==> src/rtl/object_pkg.sv <==
// Shared constants for the bouncing-sprite mover: playfield size, coordinate
// widths and the bit positions inside the 2-bit direction words.
// No logic; imported by the interface, the top and the bound checker.
package object_pkg;
  localparam int SCREEN_W = 640;  // playfield width in pixels
  localparam int SCREEN_H = 480;  // playfield height in pixels
  localparam int X_W      = 10;   // x coordinate width
  localparam int Y_W      = 9;    // y coordinate width
  localparam int DIR_EN   = 1;    // direction word: motion enable bit
  localparam int DIR_SIGN = 0;    // direction word: 1 = +axis, 0 = -axis
endpackage

==> src/rtl/object_bounce_mover_if.sv <==
// Bundle between a motion controller (master) and the sprite mover (slave).
// Latency: none, wires only.  Backpressure: none, the tick is fire-and-forget.
// Carries the move tick, velocities, directions, start position, sprite size,
// and the returned position and edge flags.
interface object_bounce_mover_if #(
  parameter int VEL_W = 4
);
  import object_pkg::*;

  logic             moveclk;
  logic [VEL_W-1:0] vx;
  logic [VEL_W-1:0] vy;
  logic [1:0]       dx;
  logic [1:0]       dy;
  logic [X_W-1:0]   initPosX;
  logic [Y_W-1:0]   initPosY;
  logic [X_W-1:0]   width;
  logic [Y_W-1:0]   height;
  logic [X_W-1:0]   posx;
  logic [Y_W-1:0]   posy;
  logic             flag_out;
  logic             flagx_out;
  logic             flagy_out;

  modport master (
    output moveclk, vx, vy, dx, dy, initPosX, initPosY, width, height,
    input  posx, posy, flag_out, flagx_out, flagy_out
  );

  modport slave (
    input  moveclk, vx, vy, dx, dy, initPosX, initPosY, width, height,
    output posx, posy, flag_out, flagx_out, flagy_out
  );
endinterface

==> src/rtl/object_bound_check.sv <==
// Edge detector: flags a sprite whose top-left corner sits on 0 or at/over max.
// Latency: flags are registered, one clk after the position they describe.
// Backpressure: none.  Ports: clk, rst_n, upd_en_i, posx_i/posy_i, xmax_i/ymax_i -> flagx_o, flagy_o.
module object_bound_check
  import object_pkg::*;
(
  input  logic           clk,
  input  logic           rst_n,
  input  logic           upd_en_i,
  input  logic [X_W-1:0] posx_i,
  input  logic [Y_W-1:0] posy_i,
  input  logic [X_W:0]   xmax_i,
  input  logic [Y_W:0]   ymax_i,
  output logic           flagx_o,
  output logic           flagy_o
);
  logic flagx_q, flagx_d;
  logic flagy_q, flagy_d;

  // Hold the flags while the start position has not been loaded yet, so the
  // reset position (0,0) never shows up as a one-cycle edge hit.
  always_comb begin
    flagx_d = flagx_q;
    flagy_d = flagy_q;
    if (upd_en_i) begin
      flagx_d = (posx_i == '0) || ({1'b0, posx_i} >= xmax_i);
      flagy_d = (posy_i == '0) || ({1'b0, posy_i} >= ymax_i);
    end
  end

  always_ff @(posedge clk or negedge rst_n) begin
    if (!rst_n) begin
      flagx_q <= 1'b0;
      flagy_q <= 1'b0;
    end else begin
      flagx_q <= flagx_d;
      flagy_q <= flagy_d;
    end
  end

  assign flagx_o = flagx_q;
  assign flagy_o = flagy_q;
endmodule

==> src/rtl/object_bounce_mover.sv <==
// Moves one sprite per rising edge of an asynchronous move tick, clamped to the playfield.
// Latency: step lands on the 3rd clk edge after the tick rises; flags one clk later.
// Backpressure: none; ports are clk, rst_n and the slave side of object_bounce_mover_if.
module object_bounce_mover #(
  parameter int SCREEN_W = object_pkg::SCREEN_W,
  parameter int SCREEN_H = object_pkg::SCREEN_H,
  parameter int VEL_W    = 4
) (
  input  logic                  clk,
  input  logic                  rst_n,
  object_bounce_mover_if.slave  bus
);
  import object_pkg::*;

  localparam logic [X_W:0] SW = (X_W + 1)'(SCREEN_W);
  localparam logic [Y_W:0] SH = (Y_W + 1)'(SCREEN_H);

  // ---------------- tick synchronizer ----------------
  logic       s1_q, s2_q, s3_q;
  logic [1:0] prime_q;
  logic       step;

  // prime_q marks when s2 carries a real sample. Until then s3 is forced high
  // so a tick already held high across reset release is not taken as an edge.
  always_ff @(posedge clk or negedge rst_n) begin
    if (!rst_n) begin
      s1_q    <= 1'b0;
      s2_q    <= 1'b0;
      s3_q    <= 1'b0;
      prime_q <= 2'b00;
    end else begin
      s1_q    <= bus.moveclk;
      s2_q    <= s1_q;
      s3_q    <= prime_q[1] ? s2_q : 1'b1;
      prime_q <= {prime_q[0], 1'b1};
    end
  end

  logic init_pending_q;

  // The start-position load takes priority over a coincident step.
  assign step = s2_q & ~s3_q & ~init_pending_q;

  // ---------------- legal range ----------------
  logic [X_W:0] width_ext, xmax;
  logic [Y_W:0] height_ext, ymax;

  assign width_ext  = {1'b0, bus.width};
  assign height_ext = {1'b0, bus.height};
  assign xmax = (width_ext  >= SW) ? '0 : SW - width_ext;
  assign ymax = (height_ext >= SH) ? '0 : SH - height_ext;

  // ---------------- stepping ----------------
  logic [X_W-1:0] posx_q, posx_d;
  logic [Y_W-1:0] posy_q, posy_d;
  logic [X_W:0]   px, vxe, sumx, stepx, loadx, initx;
  logic [Y_W:0]   py, vye, sumy, stepy, loady, inity;

  assign px    = {1'b0, posx_q};
  assign py    = {1'b0, posy_q};
  assign vxe   = (X_W + 1)'(bus.vx);
  assign vye   = (Y_W + 1)'(bus.vy);
  assign sumx  = px + vxe;
  assign sumy  = py + vye;
  assign initx = {1'b0, bus.initPosX};
  assign inity = {1'b0, bus.initPosY};
  assign loadx = (initx > xmax) ? xmax : initx;
  assign loady = (inity > ymax) ? ymax : inity;

  // Zero velocity must hold explicitly: a sprite left beyond a shrunken max
  // would otherwise be pulled back by the min() even with v = 0.
  always_comb begin
    stepx = px;
    if (bus.dx[DIR_EN] && (bus.vx != VEL_W'(0))) begin
      if (bus.dx[DIR_SIGN]) stepx = (sumx > xmax) ? xmax : sumx;
      else                  stepx = (px < vxe) ? '0 : px - vxe;
    end
  end

  always_comb begin
    stepy = py;
    if (bus.dy[DIR_EN] && (bus.vy != VEL_W'(0))) begin
      if (bus.dy[DIR_SIGN]) stepy = (sumy > ymax) ? ymax : sumy;
      else                  stepy = (py < vye) ? '0 : py - vye;
    end
  end

  always_comb begin
    posx_d = posx_q;
    posy_d = posy_q;
    if (init_pending_q) begin
      posx_d = X_W'(loadx);
      posy_d = Y_W'(loady);
    end else if (step) begin
      posx_d = X_W'(stepx);
      posy_d = Y_W'(stepy);
    end
  end

  always_ff @(posedge clk or negedge rst_n) begin
    if (!rst_n) begin
      posx_q         <= '0;
      posy_q         <= '0;
      init_pending_q <= 1'b1;
    end else begin
      posx_q         <= posx_d;
      posy_q         <= posy_d;
      init_pending_q <= 1'b0;
    end
  end

  // ---------------- edge flags ----------------
  logic flagx, flagy;

  object_bound_check u_bound (
    .clk      (clk),
    .rst_n    (rst_n),
    .upd_en_i (~init_pending_q),
    .posx_i   (posx_q),
    .posy_i   (posy_q),
    .xmax_i   (xmax),
    .ymax_i   (ymax),
    .flagx_o  (flagx),
    .flagy_o  (flagy)
  );

  assign bus.posx      = posx_q;
  assign bus.posy      = posy_q;
  assign bus.flagx_out = flagx;
  assign bus.flagy_out = flagy;
  assign bus.flag_out  = flagx | flagy;
endmodule

==> src/flat_wrapper.sv <==
// flat-port wrapper written by rule: the top's interface ports become plain ports
module object_bounce_mover_flat import object_pkg::*;
#(
  parameter int SCREEN_W = object_pkg::SCREEN_W,
  parameter int SCREEN_H = object_pkg::SCREEN_H,
  parameter int VEL_W    = 4
)
  (clk, rst_n, bus_moveclk, bus_vx, bus_vy, bus_dx, bus_dy, bus_initPosX, bus_initPosY, bus_width, bus_height, bus_posx, bus_posy, bus_flag_out, bus_flagx_out, bus_flagy_out);
  object_bounce_mover_if #(.VEL_W(VEL_W)) bus_i ();
  input  logic clk;
  input  logic rst_n;
  input wire logic [$bits(bus_i.moveclk)-1:0] bus_moveclk;
  input wire logic [$bits(bus_i.vx)-1:0] bus_vx;
  input wire logic [$bits(bus_i.vy)-1:0] bus_vy;
  input wire logic [$bits(bus_i.dx)-1:0] bus_dx;
  input wire logic [$bits(bus_i.dy)-1:0] bus_dy;
  input wire logic [$bits(bus_i.initPosX)-1:0] bus_initPosX;
  input wire logic [$bits(bus_i.initPosY)-1:0] bus_initPosY;
  input wire logic [$bits(bus_i.width)-1:0] bus_width;
  input wire logic [$bits(bus_i.height)-1:0] bus_height;
  output wire logic [$bits(bus_i.posx)-1:0] bus_posx;
  output wire logic [$bits(bus_i.posy)-1:0] bus_posy;
  output wire logic [$bits(bus_i.flag_out)-1:0] bus_flag_out;
  output wire logic [$bits(bus_i.flagx_out)-1:0] bus_flagx_out;
  output wire logic [$bits(bus_i.flagy_out)-1:0] bus_flagy_out;
  assign bus_i.moveclk = bus_moveclk;
  assign bus_i.vx = bus_vx;
  assign bus_i.vy = bus_vy;
  assign bus_i.dx = bus_dx;
  assign bus_i.dy = bus_dy;
  assign bus_i.initPosX = bus_initPosX;
  assign bus_i.initPosY = bus_initPosY;
  assign bus_i.width = bus_width;
  assign bus_i.height = bus_height;
  assign bus_posx = bus_i.posx;
  assign bus_posy = bus_i.posy;
  assign bus_flag_out = bus_i.flag_out;
  assign bus_flagx_out = bus_i.flagx_out;
  assign bus_flagy_out = bus_i.flagy_out;
  object_bounce_mover #(.SCREEN_W(SCREEN_W), .SCREEN_H(SCREEN_H), .VEL_W(VEL_W)) u_core (.clk(clk), .rst_n(rst_n), .bus(bus_i));
endmodule
==> config.mk <==
export PLATFORM = sky130hd
export DESIGN_NAME = object_bounce_mover_flat
export DESIGN_NICKNAME = d
export VERILOG_FILES = /design/src/rtl/object_pkg.sv /design/src/rtl/object_bounce_mover_if.sv /design/src/rtl/object_bound_check.sv /design/src/rtl/object_bounce_mover.sv /design/src/flat_wrapper.sv
export SDC_FILE = /design/constraint.sdc
export NUM_CORES = 1
export LEC_CHECK = 0
export CORE_MARGIN = 5
export CORE_UTILIZATION = 50
export DETAILED_ROUTE_END_ITERATION = 12
export DONT_BUFFER_PORTS = 1
export PLACE_DENSITY = 0.68
export SETUP_SLACK_MARGIN = 0.15
export SKIP_LAST_GASP = 1
export SYNTH_ARGS = -nofsm -noshare
export SYNTH_HDL_FRONTEND = slang
export SYNTH_HIERARCHICAL = 1
export SYNTH_SLANG_ARGS = --single-unit
==> constraint.sdc <==
create_clock -name clk -period 3.4 [get_ports clk]
set_input_delay 0.34 -clock clk [delete_from_list [all_inputs] [get_ports clk]]
set_output_delay 0.34 -clock clk [all_outputs]
set_load 0.1 [all_outputs]
==> results_dict.tcl <==
set metrics [dict create \
    crit_slowest_cell "dfrtp_4" \
    synthesis.area_um2 4812 \
    synth-seq-area-share_pct 14.07 \
    slew_headroom_pct 37.43 \
    synthFlopType "dfrtp_1" \
    cts_buffer_depth 2 \
    timing.fmax_mhz 280.9 \
    antenna_left 0 \
    routed_wl_um 17920 \
    via_per_inst 6.546 \
    clkLatencyLatePin_ns 0.29 \
    fin_crit_sh_pct 104.7 \
    clk_pin_slew_worst_paths_ns 0.11 \
    first_pass_iters 6 \
    p_leak_nw 2.826 \
    drive_gt1_share_pct 30.88 \
    finalNetCount 828 \
    fp.dieArea_um2 11690 \
    async_reset_ff_share_pct 100.0 \
    dp_hpwl_um 13460 \
    violations "setup timing" \
    ir_drop_mv 0.2530 \
    htree_levels 1 \
    clock-sinks 27 \
    cts_made_buffers 3 \
    grt_pass1_wl_um 26720 \
    crit_path_max_fanout 9 \
    synth_simple_gate_area_share_pct 19.79 \
    ys_ff_latch 27 \
    synth_top_family_by_area "compound AO/OA/AOI/OAI gates" \
    cts_tree "done" \
    die_w_um 108.1 \
    setup_viol 8 \
    rsz0062_at_grt "true" \
    port_buffers 0 \
    hold_viol_final 0 \
    synth_cell_types 70 \
    fin_skew_ns 0.003187 \
    muxShareOfSynthArea_pct 5.278 \
    period_minus_slack_ns 3.560 \
    maxCapViolations 0 \
    max_stage_delay_ns 0.45 \
    rows 35 \
    antenna_found_initial 1 \
    wl_per_cell_um 21.78 \
    cp.arrival_ns 3.73 \
    synth-adder-area-share_pct 21.68 \
    ys_warn_count 6 \
    synth_xor_area_share_pct 4.550 \
    synth_top_area_share_pct 20.02 \
    route.vias.total 5387 \
    place.gp.congestion 0.9349 \
    hold_class "in -> reg" \
    die_h_um 108.1 \
    cp_cell_sequence "ha_4, inv_2, fa_2, o21bai_1, a21oi_2, nand3b_1, xnor2_2, ha_4, nand4_1, nor2_2, o21ai_4, a2111oi_2, a31oi_1, a222oi_1" \
    io_pins 75 \
    cp_common_cell "ha_4" \
    worstSetupPathType "reg -> reg" \
    synthToLayoutAreaGrowth_pct 32.09 \
    floorplan.initialDensity_pct 51.59 \
    grt_start_max_net_pins 28 \
    cts-root-buf "clkbuf_8" \
    yosysTopAreaCell "ha_1" \
    gr-total-overflow 0 \
    p_per_area_nw_per_um2 446.0 \
    start_kind "flop" \
    required_ns 3.57 \
    yosys-top-cells-area "ha_1 (20%), dfrtp_1 (14%), inv_1 (5.9%)" \
    core_um2 9328 \
    crit_family "compound AO/OA/AOI/OAI gates" \
    drv_slew 0 \
    grt_pass1_vias 5182 \
    synth_compound_area_share_pct 26.73 \
    syn_avg_cell_area_um2 7.902 \
    drcViolationCount 0 \
    synth_edf_count 0 \
    crit_path_end_kind "flop" \
    worst_pin_slew_ns 0.9329 \
    status "complete, but fails checks" \
    grtUsageTotal_pct 28.74 \
    setup-tns-final_ns -0.9440 \
    setup_ws_ns -0.1604 \
    dr.first_iter.drc_count 574 \
    path_buf_inv 1 \
    total_power_mw 2.835 \
    pre_cts_ws_ns -0.1372 \
    synthCells 609 \
]
==> routing by layer <==
metal  GRT usage, %  routed length, um
met2          44.36               7959
met3          7.582               2079
met4          6.312                561
met1          40.33               7323
met5              0                  0
==> repair_timing <==
action,in CTS,in global routing
pin swaps,35,35
endpoints found under the hold margin,27,0
hold buffers,2,0
endpoints found under the setup margin,17,19
buffers inserted,15,8
cloned,2,0
resized for setup,37,53
==> sequential cells by signal, indices dropped and copies added, names as in the netlist <==
register                cells
u_core/u_bound/flagy_o      1
u_core/u_bound/flagx_o      1
u_core/s3_q                 1
u_core/prime_q              2
u_core/bus.posx            10
u_core/s2_q                 1
u_core/init_pending_q       1
u_core/bus.posy             9
u_core/s1_q                 1
==> final timing paths <==
kind                                         start               endpoint  slack (ns)  cells past startpoint
worst max register to register  u_core/bus.posx[0]     u_core/bus.posx[8]       -0.16                     14
max in group asynchronous                    rst_n  u_core/init_pending_q        2.68                      2
worst max-delay path            u_core/bus.posx[0]     u_core/bus.posx[8]       -0.16                     14
worst min-delay path                   bus_moveclk            u_core/s1_q        0.07                      0
worst min register to register         u_core/s1_q            u_core/s2_q        0.36                      0
min in group asynchronous                    rst_n     u_core/bus.posx[0]        0.47                      2
==> final cells by class <==
cell class | count | area [um^2]
Inverter | 76 | 285.3
Antenna cell | 1 | 2.502
Tap cell | 129 | 161.4
Multi-Input combinational cell | 490 | 4365
Sequential cell | 27 | 714.4
Timing Repair Buffer | 96 | 782.0
Fill cell | 757 | 2972
Clock buffer | 4 | 45.04
==> cell usage in the layout, fill, tap and decap left out, types with 6 or more instances in the layout <==
cell type | synthesis | final
a31oi_1 | 13 | 10
nand4_1 | 7 | 7
nor3_1 | 12 | 10
xnor2_1 | 18 | 12
a221oi_1 | 11 | 6
a21oi_1 | 44 | 36
nand2_1 | 35 | 32
ha_1 | 77 | 70
xnor2_2 | 0 | 6
o21ai_0 | 13 | 9
mux2i_1 | 22 | 19
dfrtp_2 | 0 | 6
a221oi_2 | 2 | 7
dfrtp_4 | 0 | 8
a21oi_2 | 1 | 7
xor2_1 | 7 | 6
nor2_1 | 36 | 31
and3_1 | 7 | 6
ha_4 | 0 | 6
nor2b_1 | 11 | 10
nor4_1 | 12 | 11
a211oi_2 | 2 | 9
o211ai_1 | 12 | 12
a211o_1 | 10 | 8
buf_6 | 0 | 9
a21o_1 | 12 | 11
nand3_1 | 14 | 13
or3_1 | 8 | 7
dfrtp_1 | 26 | 12
buf_4 | 2 | 84
inv_1 | 75 | 74
==> through the flow <==
step           instances  instance area (um^2)  utilization, %  hold WS (ns)
2_1_floorplan        612                  4984               -       0.04441
3_3_place_gp         791                  5582           59.84       0.04544
3_5_place_dp         791                  5582           59.84       0.04526
4_1_cts              814                  6017           64.51       0.05937
5_1_grt              823                  6356           68.14       0.05459
6_report             823                  6356           68.14       0.06722
==> power breakdown <==
part           internal [mW]  total [mW]  switching [mW]  leakage [nW]
Combinational          0.865        2.18            1.32          2.51
Clock                 0.0846       0.205           0.120        0.0228
Sequential             0.378       0.449          0.0708         0.294
==> cells in the mapped netlist, types with 5 or more instances <==
| library cell | count |
|---|---|
| a211o_1 | 10 |
| a211oi_1 | 9 |
| a21o_1 | 12 |
| a21oi_1 | 44 |
| a221oi_1 | 11 |
| a31oi_1 | 13 |
| and3_1 | 7 |
| clkbuf_1 | 16 |
| dfrtp_1 | 26 |
| ha_1 | 77 |
| inv_1 | 75 |
| mux2i_1 | 22 |
| nand2_1 | 35 |
| nand2b_1 | 7 |
| nand3_1 | 14 |
| nand4_1 | 7 |
| nor2_1 | 36 |
| nor2b_1 | 11 |
| nor3_1 | 12 |
| nor4_1 | 12 |
| o211ai_1 | 12 |
| o21a_1 | 5 |
| o21ai_0 | 13 |
| o31ai_1 | 5 |
| or3_1 | 8 |
| xnor2_1 | 18 |
| xor2_1 | 7 |
==> logic make-up after synthesis <==
family,count (synthesis)
and+or+nand+nor,177
AOI/OAI and AO/OA,175
buffers and inverters,97
adders and majority gates,81
DFF,27
xor gates and xnor gates,25
muxes,25
other,2
Note: power is estimated with default switching activity, not from simulation.
